## config.mk

```make
export PLATFORM = sky130hd
export DESIGN_NAME = ashi_regfile
export DESIGN_NICKNAME = d
export VERILOG_FILES = /design/src/rtl/ashi_regfile.sv
export SDC_FILE = /design/constraint.sdc
export NUM_CORES = 1
export LEC_CHECK = 0
export ABC_AREA = 1
export CAP_MARGIN = 10
export CORE_UTILIZATION = 57
export DETAILED_ROUTE_END_ITERATION = 10
export GPL_TIMING_DRIVEN = 0
export MAX_ROUTING_LAYER = met4
export PLACE_DENSITY = 0.89
export SLEW_MARGIN = 30
export SYNTH_ARGS = -nofsm -noshare
export SYNTH_HDL_FRONTEND = slang
export SYNTH_SLANG_ARGS = --single-unit
```

## constraint.sdc

```tcl
create_clock -name clk -period 2.8 [get_ports clk]
set_clock_uncertainty 0.05 [all_clocks]
set_input_delay 0.28 -clock clk [delete_from_list [all_inputs] [get_ports clk]]
set_output_delay 0.28 -clock clk [all_outputs]
set_load 0.1 [all_outputs]
```

## src/rtl/ashi_regfile.sv

```systemverilog
// rtl/ashi_regfile.sv - ASHI register file: control, command strobe, W1C status with irq, 64-bit counter.
// Optional ASHI_REGFILE_SNAPSHOT_EN: a CNT_LO read latches counter[63:32] for the next CNT_HI read.
module ashi_regfile #(
  parameter logic [31:0] VERSION = 32'h0001_0000
) (
  input  logic        clk,
  input  logic        resetn,
  input  logic [31:0] ASHI_WINDX,
  input  logic [31:0] ASHI_WDATA,
  input  logic        ASHI_WRITE,
  output logic        ASHI_WIDLE,
  output logic [1:0]  ASHI_WRESP,
  input  logic [31:0] ASHI_RINDX,
  input  logic        ASHI_READ,
  output logic        ASHI_RIDLE,
  output logic [31:0] ASHI_RDATA,
  output logic [1:0]  ASHI_RRESP,
  output logic [31:0] ctrl_out,
  output logic        start_pulse,
  input  logic [7:0]  event_in,
  output logic        irq
);

  localparam logic [1:0] RESP_OKAY   = 2'b00;
  localparam logic [1:0] RESP_SLVERR = 2'b10;

  typedef enum logic { W_IDLE, W_BUSY } w_state_t;
  typedef enum logic { R_IDLE, R_BUSY } r_state_t;

  w_state_t    r_wstate;
  r_state_t    r_rstate;
  logic [31:0] r_windx, r_wdata, r_rindx;
  logic        r_widle, r_ridle;
  logic [1:0]  r_wresp, r_rresp;
  logic [31:0] r_rdata;
  logic        r_start_pulse, r_irq;
  logic [31:0] r_ctrl, r_scratch;
  logic [7:0]  r_status, r_irq_mask;
  logic [63:0] r_cnt;

  logic        w_wr_err, w_wr_go, w_rd_err;
  logic [7:0]  w_status_clr;
  logic [31:0] w_rd_data, w_cnt_hi;

  // Indices 5..7 are read-only and everything from 8 up is unmapped.
  assign w_wr_err     = (r_windx > 32'd4);
  assign w_wr_go      = (r_wstate == W_BUSY) && !w_wr_err;
  assign w_status_clr = (w_wr_go && r_windx == 32'd2) ? r_wdata[7:0] : 8'h00;
  assign w_rd_err     = (r_rindx > 32'd7);

`ifdef ASHI_REGFILE_SNAPSHOT_EN
  logic [31:0] r_cnt_hi_shadow;

  always_ff @(posedge clk) begin
    if (!resetn)
      r_cnt_hi_shadow <= 32'h0;
    else if (r_rstate == R_BUSY && r_rindx == 32'd5)
      r_cnt_hi_shadow <= r_cnt[63:32];
  end

  assign w_cnt_hi = r_cnt_hi_shadow;
`else
  assign w_cnt_hi = r_cnt[63:32];
`endif

  always_comb begin
    w_rd_data = 32'h0;
    case (r_rindx)
      32'd0:   w_rd_data = r_ctrl;
      32'd2:   w_rd_data = {24'h0, r_status};
      32'd3:   w_rd_data = {24'h0, r_irq_mask};
      32'd4:   w_rd_data = r_scratch;
      32'd5:   w_rd_data = r_cnt[31:0];
      32'd6:   w_rd_data = w_cnt_hi;
      32'd7:   w_rd_data = VERSION;
      default: w_rd_data = 32'h0;
    endcase
  end

  always_ff @(posedge clk) begin
    if (!resetn) begin
      r_wstate      <= W_IDLE;
      r_windx       <= 32'h0;
      r_wdata       <= 32'h0;
      r_widle       <= 1'b1;
      r_wresp       <= RESP_OKAY;
      r_start_pulse <= 1'b0;
      r_ctrl        <= 32'h0;
      r_irq_mask    <= 8'h0;
      r_scratch     <= 32'h0;
    end else begin
      case (r_wstate)
        W_IDLE: begin
          if (ASHI_WRITE) begin
            r_windx       <= ASHI_WINDX;
            r_wdata       <= ASHI_WDATA;
            r_widle       <= 1'b0;
            r_start_pulse <= (ASHI_WINDX == 32'd1) && ASHI_WDATA[0];
            r_wstate      <= W_BUSY;
          end
        end
        W_BUSY: begin
          r_widle       <= 1'b1;
          r_wresp       <= w_wr_err ? RESP_SLVERR : RESP_OKAY;
          r_start_pulse <= 1'b0;
          r_wstate      <= W_IDLE;
          if (w_wr_go) begin
            case (r_windx[2:0])
              3'd0:    r_ctrl     <= r_wdata;
              3'd3:    r_irq_mask <= r_wdata[7:0];
              3'd4:    r_scratch  <= r_wdata;
              default: ;
            endcase
          end
        end
        default: r_wstate <= W_IDLE;
      endcase
    end
  end

  always_ff @(posedge clk) begin
    if (!resetn) begin
      r_rstate <= R_IDLE;
      r_rindx  <= 32'h0;
      r_ridle  <= 1'b1;
      r_rdata  <= 32'h0;
      r_rresp  <= RESP_OKAY;
    end else begin
      case (r_rstate)
        R_IDLE: begin
          if (ASHI_READ) begin
            r_rindx  <= ASHI_RINDX;
            r_ridle  <= 1'b0;
            r_rstate <= R_BUSY;
          end
        end
        R_BUSY: begin
          r_rdata  <= w_rd_err ? 32'h0 : w_rd_data;
          r_rresp  <= w_rd_err ? RESP_SLVERR : RESP_OKAY;
          r_ridle  <= 1'b1;
          r_rstate <= R_IDLE;
        end
        default: r_rstate <= R_IDLE;
      endcase
    end
  end

  // New events take priority over a write-1-to-clear landing on the same cycle.
  always_ff @(posedge clk) begin
    if (!resetn) begin
      r_status <= 8'h0;
      r_irq    <= 1'b0;
      r_cnt    <= 64'h0;
    end else begin
      r_status <= (r_status & ~w_status_clr) | event_in;
      r_irq    <= |(r_status & r_irq_mask);
      r_cnt    <= r_cnt + 64'd1;
    end
  end

  assign ASHI_WIDLE  = r_widle;
  assign ASHI_WRESP  = r_wresp;
  assign ASHI_RIDLE  = r_ridle;
  assign ASHI_RDATA  = r_rdata;
  assign ASHI_RRESP  = r_rresp;
  assign ctrl_out    = r_ctrl;
  assign start_pulse = r_start_pulse;
  assign irq         = r_irq;

endmodule

```

==> results.md <==
- Vias post-DR: 13,500
- Yosys top cell area share: 44.2%
- Die height: 151 um
- Critical Path, Cell by Cell: clkdlybuf4s50_1
- DR iter-0 viols: 1,147
- WL/cell: 18.5 um
- Vias per cell: 5.63
- Worst Hold Depth: 3
- Crit start category: register
- Post-synth top area cell: dfxtp_1
- H-tree levels: 1
- R2r worst-path depth: 12
- WP data arrival: 2.20 ns
- Yosys cell types: 42
- Vias in the first global route: 12,200
- Die ar.: 22,900 um^2
- Antenna cells: 0
- Pwr/cell area: 573 nW/um^2
- PortBufs: 176
- CP max-delay cell: clkdlybuf4s50_1
- Fillcell total: 1,825
- Largest net degree at the start of global routing: 15
- Pleak: 6.00 nW
- Routed wire length: 44,300 um
- TritonCTS clock tree: done
- Worst-margin pin slew: 1.02 ns
- Avg Cell Area, Syn: 6.73 um^2
- Fin. Hold Viols: 0
- Remaining global-route overflow: 0
- WP depth: 1
- Slew HR: 31.8%
- Clk_lat worst skew: 0.56 ns
- Nets: 2,201
- Unrepaired setup endpoints after global routing: no
- Synth Flop Type: dfxtp_1
- Global Route Usage Sum: 39.6%
- Antenna violations before repair: 0
- Status: completed
- Initial DRT Pass Iterations: 5
- CP endpoint kind: primary output
- Chip Width: 151 um
- Crit path max fanout: 3
- Area growth, synth to finish: 24.7%
- #FFs+latches synth: 280
- Post-synthesis sequential area ratio: 44.2%
- Post-route minimum period: 2.53 ns
- Routed Antenna Nets: 0
- Cell Rows: 54
- Max IR drop VDD: 712 uV
- Placed insts: 2,341
- First-pass GRT wire length: 66,500 um
- Slew Viols, Final: 0
- Synthesized area: 12,700 um^2
- Ys Warns: 0
- Tcrit/Tclk final: 90.2%
- # IOs: 180
- CP Data Required Time: 2.47 ns
- Fmax: 0.396 GHz
- Non-filler cells, final: 2,394
- Num CTS Buffers: 29
- Core Box Area: 21,800 um^2
- Max-cap violation count: 0
- CTS Hold Bufs: 0
- CTS max path bufs: 3
- Hold Crit Class: in -> reg
- Gpl congestion: 1.01
- Post-cts sizing count: 0
- Initial Util: 58.1%
- Synth Instances: 1,884
- Post-synth EDFFs: 0
- Worst R2R Setup Slack: 0.31 ns
- Post-synthesis async set-or-reset flop share: 0%
- Setup violations, final: 0
- Synth area leaders: dfxtp_1 44%, nand2_1 13%, nor2_1 12%, o21ai_0 6.9%, a21oi_1 4.5%
- CP top delay family: buffers and inverters
- Setup Fix Bufs, Post-CTS: 0
- Clk sinks: 280
- Share of cells above drive strength 1: 5.53%
- Drt drc: 0
- CP Class: reg -> out
- DP HPWL: 34,400 um
- Crit path buffers/inverters: 1
- CTS Root Cell: clkbuf_16
- Max stage delay on crit path: 1.18 ns
- Clock-pin slew on the worst setup and hold paths: 0.06 ns
- Setup TNS: 0 ns
-- cells by family (layout without fill, tap and decap cells) --
| logic type | after synthesis | after routing | share of synthesized area, % |
|---|---|---|---|
| simple gates | 1060 | 1060 | 35.5 |
| compound gates | 312 | 312 | 12.6 |
| flops | 280 | 280 | 44.2 |
| buf+inv | 220 | 449 | 6.94 |
| xor+xnor | 10 | 10 | 0.690 |
| fa+ha+maj | 1 | 1 | 0.0986 |
| other cells | 1 | 2 | 0.0296 |
-- cell usage after synthesis (8+ instances only) --
cell	instances
nand2_1	425
nor2_1	409
dfxtp_1	280
o21ai_0	175
inv_1	130
a21oi_1	113
nand3_1	69
nand4_1	56
clkbuf_1	55
nor3_1	45
buf_2	16
o21ai_1	12
nor2_4	9
or2_2	9
xor2_1	8
-- layout make-up --
class                           count  area [um^2]  share of cell area, %
Buffer                             82          362                   2.29
Clock buffer                       42          845                   5.34
Clock inverter                     11          170                   1.08
Inverter                          138          519                   3.28
Multi-Input combinational cell   1385         6210                   39.3
Sequential cell                   280         5610                   35.4
Tap cell                          280          350                   2.21
Timing Repair Buffer              176         1760                   11.1
-- metal layers --
metal	global-route usage, %	up-vias	part of all wire (%)
li1	-	6508	-
met1	51.6	6223	42
met2	62.4	654	46
met3	5.84	102	9.0
met4	14.0	0	3.0
met5	-	-	0
-- sequential cells by signal, indices dropped and copies added, names as in the netlist --
name         cells
r_cnt           64
ASHI_RDATA      32
ctrl_out        32
r_rindx         32
r_scratch       32
r_wdata         32
r_windx         32
r_irq_mask       8
r_status         8
ASHI_RIDLE       1
ASHI_RRESP       1
ASHI_WIDLE       1
ASHI_WRESP       1
irq              1
r_rstate         1
r_wstate         1
start_pulse      1
-- power by group --
part           internal (mW)  switching, mW
Sequential              4.11          0.100
Clock                   2.46           1.68
Combinational          0.279          0.439
-- worst reg2reg max path: stages (launching register included) --
cell     delay (ns)
dfxtp_1        0.31
nor2_1         0.15
nand2_1        0.07
nor2_1         0.30
nand2_1        0.16
buf_6          0.17
nor2_1         0.42
buf_2          0.35
nand2_1        0.08
o21a_1         0.12
nand2_1        0.12
nand2_1        0.08
nand2_1        0.05
-- path summary, 6_finish.rpt --
kind,startpoint,to
worst max-delay path,ctrl_out[31],ctrl_out[31]
worst min-delay path,event_in[1],r_status[1]
worst max register to register,r_rindx[16],ASHI_RDATA[7]
worst min register to register,r_rindx[5],r_rindx[5]
-- cell usage in the layout, fill, tap and decap left out, drive strengths merged, types with 6 or more instances in the layout --
cell type | synthesis | layout
xor2 | 8 | 8
nor4 | 7 | 7
clkbuf | 55 | 97
nand2 | 428 | 428
nor3 | 50 | 50
or2 | 13 | 13
a21oi | 114 | 114
clkinv | 3 | 6
o21ai | 187 | 187
nand3 | 73 | 73
nand4 | 56 | 56
nor2 | 425 | 425
inv | 135 | 137
dfxtp | 280 | 280
clkdlybuf4s50 | 0 | 176
buf | 27 | 27
-- stage by stage --
stage	total power [mW]	utilization (%)	area, um^2	hold slack [ns]	setup WS (ns)
finish	9.07	72.5	15800	0.225	0.274
CTS	9.05	72.5	15800	0.219	0.300
global route	9.28	72.5	15800	0.250	0.214
floorplan	4.66	-	12700	0.330	1.09
detailed placement	4.99	67.8	14800	0.389	0.431
global placement	4.96	67.8	14800	0.386	0.477
No activity file was read; power rests on OpenSTA's default activity.
